**config.mk**
```make
export PLATFORM = sky130hd
export DESIGN_NAME = conv_8_32
export DESIGN_NICKNAME = d
export VERILOG_FILES = /design/src/rtl/conv_8_32.sv
export SDC_FILE = /design/constraint.sdc
export NUM_CORES = 1
export LEC_CHECK = 0
export ABC_AREA = 1
export ABC_CLOCK_PERIOD_IN_PS = 2000
export CAP_MARGIN = 15
export CORE_ASPECT_RATIO = 1.1
export CORE_UTILIZATION = 40
export CTS_BUF_LIST = sky130_fd_sc_hd__clkbuf_4
export DETAILED_ROUTE_END_ITERATION = 7
export HOLD_SLACK_MARGIN = 0.1
export PLACE_DENSITY_LB_ADDON = 0.3
export SYNTH_ARGS = -nofsm -noshare
export SYNTH_HDL_FRONTEND = slang
export SYNTH_SLANG_ARGS = --single-unit
export TNS_END_PERCENT = 50
```
**constraint.sdc**
```tcl
create_clock -name clk -period 2 [get_ports clk]
set_clock_uncertainty 0.2 [all_clocks]
set_input_delay 0.4 -clock clk [delete_from_list [all_inputs] [get_ports clk]]
set_output_delay 0.4 -clock clk [all_outputs]
set_load 0.03 [all_outputs]
```
**src/rtl/conv_8_32.sv**
```systemverilog
// conv_8_32 -- byte-to-word assembler.
//
// Collects four consecutive valid bytes and emits one 32-bit word with a
// single-cycle valid pulse. It reverses the 32-to-8 serializer on the
// receive side of the link.
//
// Parameters:
//   LSB_FIRST  1: byte 0 -> [7:0], byte 3 -> [31:24]
//              0: byte 0 -> [31:24], byte 3 -> [7:0]
// Ports:
//   clk         rising-edge clock
//   reset_L     synchronous active-low reset; wins over valid_in
//   valid_in    dataIn holds a valid byte this cycle
//   dataIn      incoming byte
//   dataOut     last assembled word; changes only when a word completes
//   valid_out   one-cycle pulse marking a dataOut update
//   byte_count  bytes held in the partial word (0-3)
module conv_8_32 #(
    parameter bit LSB_FIRST = 1'b1
) (
    input  logic        clk,
    input  logic        reset_L,
    input  logic        valid_in,
    input  logic [7:0]  dataIn,
    output logic [31:0] dataOut,
    output logic        valid_out,
    output logic [1:0]  byte_count
);

    // Bytes 0..2 of the word being built, byte 0 in [7:0].
    logic [23:0] partial;
    logic [1:0]  count;

    assign byte_count = count;

    always_ff @(posedge clk) begin
        if (!reset_L) begin
            partial   <= '0;
            count     <= '0;
            dataOut   <= '0;
            valid_out <= 1'b0;
        end else begin
            valid_out <= 1'b0;
            if (valid_in) begin
                // The 2-bit counter wraps to 0 after byte 3.
                count <= count + 2'd1;
                case (count)
                    2'd0: partial[7:0]   <= dataIn;
                    2'd1: partial[15:8]  <= dataIn;
                    2'd2: partial[23:16] <= dataIn;
                    default: begin
                        // Stale partial bytes are left in place; every slot
                        // is rewritten before it is used in the next word.
                        if (LSB_FIRST)
                            dataOut <= {dataIn, partial};
                        else
                            dataOut <= {partial[7:0], partial[15:8],
                                        partial[23:16], dataIn};
                        valid_out <= 1'b1;
                    end
                endcase
            end
        end
    end

endmodule

```
; ---- After elaboration in Yosys (flattened, before gate mapping)
; Cells that the tools add are included.
[totals]
in_bits = 11
out_inout_bits = 35
register_bits = 59
[op_classes]
n_reduce_logical = 7
bitwise = 1
eq_ne = 2
n_addsub = 1
n_mux = 1
[op_table]
columns = cell, n
row1 = $reduce_and A2 Y1, 5
row2 = $reduce_or A3 Y1, 1
row3 = $add A2 B1 Y2 const B, 1
row4 = $eq A2 B1 Y1 const B, 1
row5 = $eq A2 B2 Y1 const B, 1
row6 = $logic_not A2 Y1, 1
row7 = $mux W1, 1
row8 = $not A1 Y1, 1

; ---- Longest topological paths before layout
[logic_depth]
word_depth = 4
depth_mapped = 7

; ---- Worst setup path after synthesis
; Ideal clock, no wire load.
[synth_path]
path_kind = reg-to-reg
from = reg count[0], in the netlist byte_count[0]
to = reg partial[6]
path_buffers = 1
setup_time_ns = 0.113
required_ns = 1.687
period_less_slack_ns = 1.672
stages_incl_launch_ff = 8
setup_slack_ns = 0.328
arrival_ns = 1.359
cell_sequence = dfxtp_1 -> inv_1 -> ha_1 -> nand2_1 -> buf_2 -> nand2_1 -> nand2_1 -> nor2_1
[synth_between]
elab_chain_len = 2
[synth_lines]
columns = element, line_no
row1 = "start, declared", 32  ; logic [1:0] count;
row2 = "start signal, assigned", 46  ; count <= count + 2'd1;
row3 = $logic_not A2 Y1, 47  ; case (count)
row4 = $reduce_and A2 Y1 (no source line), n/a
row5 = "end signal, assigned", 48  ; 2'd0: partial[7:0] <= dataIn;
row6 = "end, declared", 31  ; logic [23:0] partial;
; Every way passes these cells.
; A chain may end at the register's enable or synchronous reset.

; ---- Final worst setup path
[layout_path]
from = reg count[0], in the netlist byte_count[0]
to = out byte_count[0]
[layout_rtl]
columns = element, line_no
row1 = "end, declared", 27  ; output logic [1:0] byte_count
; No word-level cell between the ends.

==> metrics.txt <==
#FFs+latches synth=59; Crit path largest cell delay=0.42 ns; Post-CTS Setup Repair Bufs=0; pin count of the biggest net entering global routing=24; setup_tns=0 ns; Detail Placement HPWL=3360 microns; Final Power=2.21 mW; CTS H-tree lvls=3; nets in the synthesized netlist=390; Syn Std Cell Area=2440 sq um; synth unique cells=11; min cycle time layout=1.82 ns; Post-Route M1 WL=2340 microns; CP arrival=1.22 ns; hold_sp=reset_L; Final Cycle Share=0.910; first-pass iteration count of the detailed router=4; area leader, netlist=dfxtp_1; first-pass GRT wire length=8800 microns; Largest delay share family, worst path=buffers and inverters; core area=5840 sq um; YS warnings=0; Pins Over Slew Limit=0; port bufs=45; routed wl met3=223 microns; Die Y=83.9 microns; worst hold stages=3; PnR worst setup slack=0.180 ns; routability congestion estimate=0.764; Die Wd=76.4 microns; endpoints failing hold=0; Max-slew headroom=0.728; Setup crit end kind=primary output; RSZ-0062 raised after global routing=false; post-synthesis cell count=375; TritonCTS buffer count=9; met2 routed WL=2240 microns; WP buf/inv=1; crit-path max FO=5; I/O pin cnt=46; Max Used Layer=met4; # Max-Cap Violations=0; WL final=4920 microns; # hold bufs at CTS=0; via count=2140; Final #Nets=439; worst setup path startpoint=byte_count[0]; total track usage=0.175; top cells by area in the synthesized netlist=dfxtp_1, nand2_1, nor2_1, inv_1, buf_2; Site Rows=29; top-area cell type share of the netlist area=0.484; root buffer cell=clkbuf_4; Layout area overhead=25.4%; HP Class=in2reg; path depth of the worst reg2reg path=7; Reg2Reg Setup Slack=0.55 ns; status=finished, final reports clean; Slew @ Worst Pin=0.409 ns; Critical-path top delay cell=dlygate4sd2_1; register area share after synthesis=0.484; Initial Utilization=0.417; 1st-iter DRT viols=142; antenna diode count=0; dpl cells=490; CTS max path bufs=2; WL per Instance=9.74 microns; final core utilization=0.524; worst slack at placement=0.225 ns; drc violations=0; crit path launch type=flop; CTS tree=built; Hold WS=0.217 ns; critical path class=reg2out; Critical R2R Launch=byte_count[0]; Multi-input gate area=937 sq um; design area=3060 sq um; fmax=0.549 GHz; final setup vio count=0; initial antenna violation count=0; logic depth of the worst path, buffers included=1; syn_area_per_cell=6.50 sq um; ANT nets after route=0; Worst-Skew Late Latency=0.39 ns; clock sinks=59; Static Leak=1.85 nW; Finished Layout Cells=505; Post-DP Area=3000 sq um; cell-by-cell trace of the critical path=dlygate4sd2_1; FILL cells=598; share of cells above drive strength 1=0.0607; Via-to-Cell Ratio=4.24; VDD IR max=0.000353 V; global route overflow=0; pwr/cell area=724 nW/um^2; CP Data Required Time=1.40 ns; post_cts resized=34; die footprint=6410 sq um; vias in the first global route=2054; register area=1180 sq um; Worst-path clk slew=0.11 ns
==> tightest hold or removal path, stage by stage <==
cell,delay [ns]
buf_2,0.23
nand2_1,0.12
nor2_1,0.03
==> area by class of cell <==
| type | count | area share |
|---|---|---|
| sequential | 59 | 0.386 |
| multi-input combinational | 239 | 0.306 |
| timing repair buffer | 55 | 0.169 |
| inverter | 60 | 0.0736 |
| tap | 77 | 0.0315 |
| clock buffer | 9 | 0.0221 |
| clock inverter | 6 | 0.0110 |
==> power by group <==
group / internal (mW) / switching (mW) / total [mW]
combinational: 0.103 / 0.179 / 0.282
clock: 0.237 / 0.434 / 0.671
sequential: 1.23 / 0.0301 / 1.26
total: 1.57 / 0.643 / 2.21
==> synth_stat cells <==
master	number
nand2_1	118
nor2_1	115
inv_1	60
dfxtp_1	59
buf_2	12
ha_1	4
buf_6	2
clkbuf_1	2
a21oi_1	1
buf_4	1
o21ai_0	1
==> layer usage <==
layer / vias up / GRT usage
met5: - / 0
met4: 0 / 0.101
met3: 11 / 0.0492
met2: 37 / 0.292
met1: 931 / 0.200
li1: 1161 / -
==> layout by cell type, fill, tap and decap left out, types with 2 or more instances in the layout <==
cell type,instances
clkdlybuf4s50_1,9
clkbuf_4,9
dlygate4sd2_1,34
nand2_1,117
ha_1,4
buf_4,7
clkinvlp_4,2
inv_1,60
clkinv_2,3
buf_12,3
dfxtp_1,59
nor2_1,115
==> state kept, by name, summed over array words and instances, names as in the netlist <==
name        count
dataOut        32
byte_count      2
valid_out       1
partial        24
==> path summary, 6_finish.rpt <==
check,end
setup / recovery,byte_count[0]
hold / removal,dataOut[17]
setup reg to reg,partial[6]
hold reg to reg,dataOut[12]
==> cell families (layout without fill, tap and decap cells) <==
| family | after synthesis | after routing | share of synthesized area |
|---|---|---|---|
| simple gates | 233 | 233 | 0.359 |
| flops | 59 | 59 | 0.484 |
| buf+inv | 77 | 130 | 0.132 |
| fa+ha+maj | 4 | 4 | 0.0205 |
| compound gates | 2 | 2 | 0.00410 |
Power figures use the tool's default switching activity.
==> patch 1: new RTL, same settings <==
Make the reset (`reset_L`) asynchronous in one clocked block. Comments in the files are not updated.
--- a/src/rtl/conv_8_32.sv
+++ b/src/rtl/conv_8_32.sv
@@ -34,5 +34,5 @@
     assign byte_count = count;
 
-    always_ff @(posedge clk) begin
+    always_ff @(posedge clk or negedge reset_L) begin
         if (!reset_L) begin
             partial   <= '0;
Check against the original RTL: differs if reset_L is asserted again (counterexample within 4 cycles, from zero or initial values and one cycle with reset_L low); with reset_L held inactive, the same outputs for 10 cycles.
==> patch 1 against the original RTL <==
Wire length grew 2.2%; count of clock-buffer cells in the layout up 3; worst setup slack lost 1.1 ps; area after synthesis fell by 1.1%; final area is 3.3% lower; sequential cell count did not move.
Power is not compared: it rests on default switching activity, and its combinational part moved more than twofold at a synthesized area within 25%.
==> patch 1: results (changes against the original RTL) <==
metric,value,unit,change
status,"complete, no violations",,unchanged
synth-main-ff-cell,dfrtp_1,,was dfxtp_1
grt_pass1_wl,8.82,mm,was 8.80 mm
ys_top_cells_by_count,"nand2_1, dfrtp_1, nand3_1",,"was nand2_1, nor2_1, inv_1"
fillers,608,,was 598
holdWs,270,ps,was 217 ps
hold_end,dataOut[8],,was dataOut[17]
first_global_vias,1831,,was 2054
tightest_slew,486,ps,was 409 ps
syn_nets,276,,was 390
synthAdderAreaFrac,0.0207,,was 0.0205
r2r_end,partial[20],,was partial[6]
grt_max_degree,60,,was 24
synth_compound_area_frac,0.00207,,was 0.00410
holdPathStages,2,,was 3
cts_root_buf,clkbuf_4,,unchanged
wl_per_cell,13.0,um,was 9.74 um
p_sw,0.00194,W,
drive_gt1_frac,0.0707,,was 0.0607
startpoint,byte_count[0],,unchanged
critPathTopFamily,flip-flops,,was buffers and inverters
synthTopCellsByArea,"dfrtp_1, nand2_1, nand3_1, buf_4, ha_1",,"was dfxtp_1, nand2_1, nor2_1, inv_1, buf_2"
drtIter0Drc,123,,was 142
dpl.hpwl,3.25,mm,was 3.36 mm
r2r_slack,340,ps,was 550 ps
vias,1884,,was 2140
hold_start,dataOut[8],,was reset_L
synth-async-reset-ratio,1.00,,was 0
ys_seq_area_frac,0.612,,was 0.484
final_nets,321,,was 439
r2r-start,byte_count[0],,unchanged
critical_path.slowest_cell,dfrtp_1,,was dlygate4sd2_1
rr_worst_depth,5,,was 7
grt.total_usage,0.180,,was 0.175
pre_cts_slack,307,ps,was 225 ps
ys_types,10,,was 11
place.gp.congestion,0.771,,was 0.764
hold_class,flip-flop to flip-flop,,was primary input to flip-flop
-- patch 1: changes by cell type in the layout (fill, tap and decap cells not counted), sizes merged --
cell / unedited run / this run
a21oi: 1 / 0
clkbuf: 9 / 12
dfxtp: 59 / 0
inv: 60 / 4
dlygate4sd2: 34 / 35
dlymetal6s2s: 1 / 0
nor2: 115 / 0
buf: 11 / 7
clkinvlp: 2 / 0
clkdlybuf4s50: 9 / 8
dfrtp: 0 / 59
nand2: 118 / 120
nand3: 0 / 56
dlygate4sd3: 0 / 1
-- patch 1: power by group through the flow --
stage	clock, W	sequential (W)	combinational [W]
CTS	0.000723	0.00204	0.00185
global route	0.000776	0.00211	0.00201
detailed placement	0	0.00207	0.00207
global placement	0	0.00205	0.00203
floorplan	0	0.00265	0.000632
finish	0.000703	0.00203	0.00182
-- patch 1: cell type report --
| class | count | area share |
|---|---|---|
| Inverter | 4 | 0.00508 |
| Clock inverter | 4 | 0.00592 |
| Tap cell | 77 | 0.0326 |
| Clock buffer | 12 | 0.0305 |
| Sequential cell | 59 | 0.499 |
| Timing Repair Buffer | 51 | 0.159 |
| Multi-Input combinational cell | 181 | 0.268 |
-- patch 1: routing by layer --
layer	global-route usage	part of all wire	up-vias
met5	0	0	-
met3	0.0361	0.038	6
li1	-	-	925
met2	0.288	0.49	42
met1	0.227	0.46	911
met4	0.110	0.013	0
-- patch 1: worst max path at each step --
stage / cells after the start / slack (ps) / end
2_1_floorplan: 6 / 440 / partial[0]
3_3_place_gp: 1 / 330 / byte_count[0]
3_5_place_dp: 1 / 310 / byte_count[0]
4_1_cts: 1 / 140 / byte_count[0]
5_1_grt: 1 / 110 / byte_count[0]
6_report: 1 / 180 / byte_count[0]
-- patch 1: kinds of logic after synthesis --
group / Yosys count
AOI/OAI and AO/OA: 1
adders and majority gates: 4
buffers and inverters: 21
DFF: 59
and+or+nand+nor: 176
-- patch 1: what timing repair did --
action / 4_1_cts / 5_1_grt
hold buffers: 1 / 0
resized for setup: 35 / 0
setup endpoints to repair: 35 / 0
endpoints found under the hold margin: 59 / 0
-- patch 1: through the flow --
step / utilization / instances
finish: 0.509 / 388
detailed placement: 0.497 / 371
CTS: 0.509 / 388
global placement: 0.497 / 371
global route: 0.509 / 388
floorplan: - / 261
==> patch 2: new RTL, same settings <==
Made on the original files. Put one more register stage on the output `byte_count`. The value now appears one clock later. The other outputs are not delayed to match.
--- a/src/rtl/conv_8_32.sv
+++ b/src/rtl/conv_8_32.sv
@@ -32,5 +32,11 @@
     logic [1:0]  count;
 
-    assign byte_count = count;
+    always_ff @(posedge clk) begin
+        if (!reset_L) begin
+            byte_count <= '0;
+        end else begin
+            byte_count <= count;
+        end
+    end
 
     always_ff @(posedge clk) begin
Behaviour: not the same (Yosys sat finds a counterexample within 4 cycles, from zero or initial values and one cycle with reset_L low).
==> patch 2 against the original RTL <==
Cell count rose by 0.79%; synthesized cell count is 1.6% higher; count of clock-buffer cells in the layout rose by 1; area after synthesis up 2.3%; wire length increased by 1.7%; critical endpoint is now dataOut[30]; power rose by 14%; final area up 2.3%; worst setup slack better by 51 ps; sequential cell count is 2 higher; global-route usage hardly changed.
==> patch 2: results (changes against the original RTL) <==
metric,value,unit,change
status,"complete, no violations",,unchanged
dpl.hpwl,3.21,mm,was 3.36 mm
vias,2141,,was 2140
r2r-start,count[0],,was byte_count[0]
cp_max_fo,2,,was 5
ys_seq_area_frac,0.490,,was 0.484
grt.total_usage,0.175,,about the same
use_met2,0.270,,was 0.292
drtIter0Drc,114,,was 142
dp.cells,493,,was 490
leakage,1.89,nW,was 1.85 nW
fillers,604,,was 598
postSynthCellCount,381,,was 375
r2r_slack,500,ps,was 550 ps
drive_gt1_frac,0.0532,,was 0.0607
synthAdderAreaFrac,0.0201,,was 0.0205
peakVddDrop,0.449,mV,was 0.353 mV
p_int,0.00188,W,was 0.00157 W
met3_length,245,um,was 223 um
wl_met1,2.44,mm,was 2.34 mm
pre_cts_slack,110,ps,was 225 ps
grt_pass1_wl,8.77,mm,was 8.80 mm
worstPathArrival,1170,ps,was 1220 ps
gr-usage-met3,0.0559,,was 0.0492
p_seq,0.00130,W,was 0.00126 W
wl_per_cell,9.83,um,was 9.74 um
viasPerCell,4.21,,was 4.24
synthTopCellsByArea,"dfxtp_1, nand2_1, nor2_1, inv_1, ha_1",,"was dfxtp_1, nand2_1, nor2_1, inv_1, buf_2"
syn_nets,396,,was 390
grt_max_degree,37,,was 24
comb_power_share,0.110,,was 0.127
met1_usage,0.218,,was 0.200
dpl-instance-area,3020,sq um,was 3000 sq um
hold_end,partial[15],,was dataOut[17]
p_sw,0.000648,W,was 0.000643 W
ys_top_cells_by_count,"nand2_1, nor2_1, inv_1",,unchanged
place.gp.congestion,0.771,,was 0.764
final_nets,442,,was 439
patch 2: cell types whose count changed after synthesis:
cell / delta
buf_4: -1
clkbuf_1: +3
nand2_1: +2
dfxtp_1: +2
inv_1: +2
buf_6: +1
buf_2: -3
patch 2: how the worst max path moves through the flow:
stage / startpoint / end / slack [ps] / cells after the start
2_1_floorplan: count[0] / partial[21] / 570 / 7
3_3_place_gp: valid_in / dataOut[7] / 130 / 5
3_5_place_dp: valid_in / dataOut[7] / 110 / 5
4_1_cts: valid_out / valid_out / 7 / 1
5_1_grt: dataOut[4] / dataOut[4] / 170 / 1
6_report: dataOut[30] / dataOut[30] / 230 / 1
patch 2: layout make-up:
class	count	area, sq um	area share
Timing Repair Buffer	52	483	0.154
Tap cell	77	96.3	0.0308
Multi-Input combinational cell	241	945	0.302
Clock buffer	10	75.1	0.0240
Clock inverter	6	77.6	0.0248
Inverter	62	233	0.0743
Sequential cell	61	1220	0.390
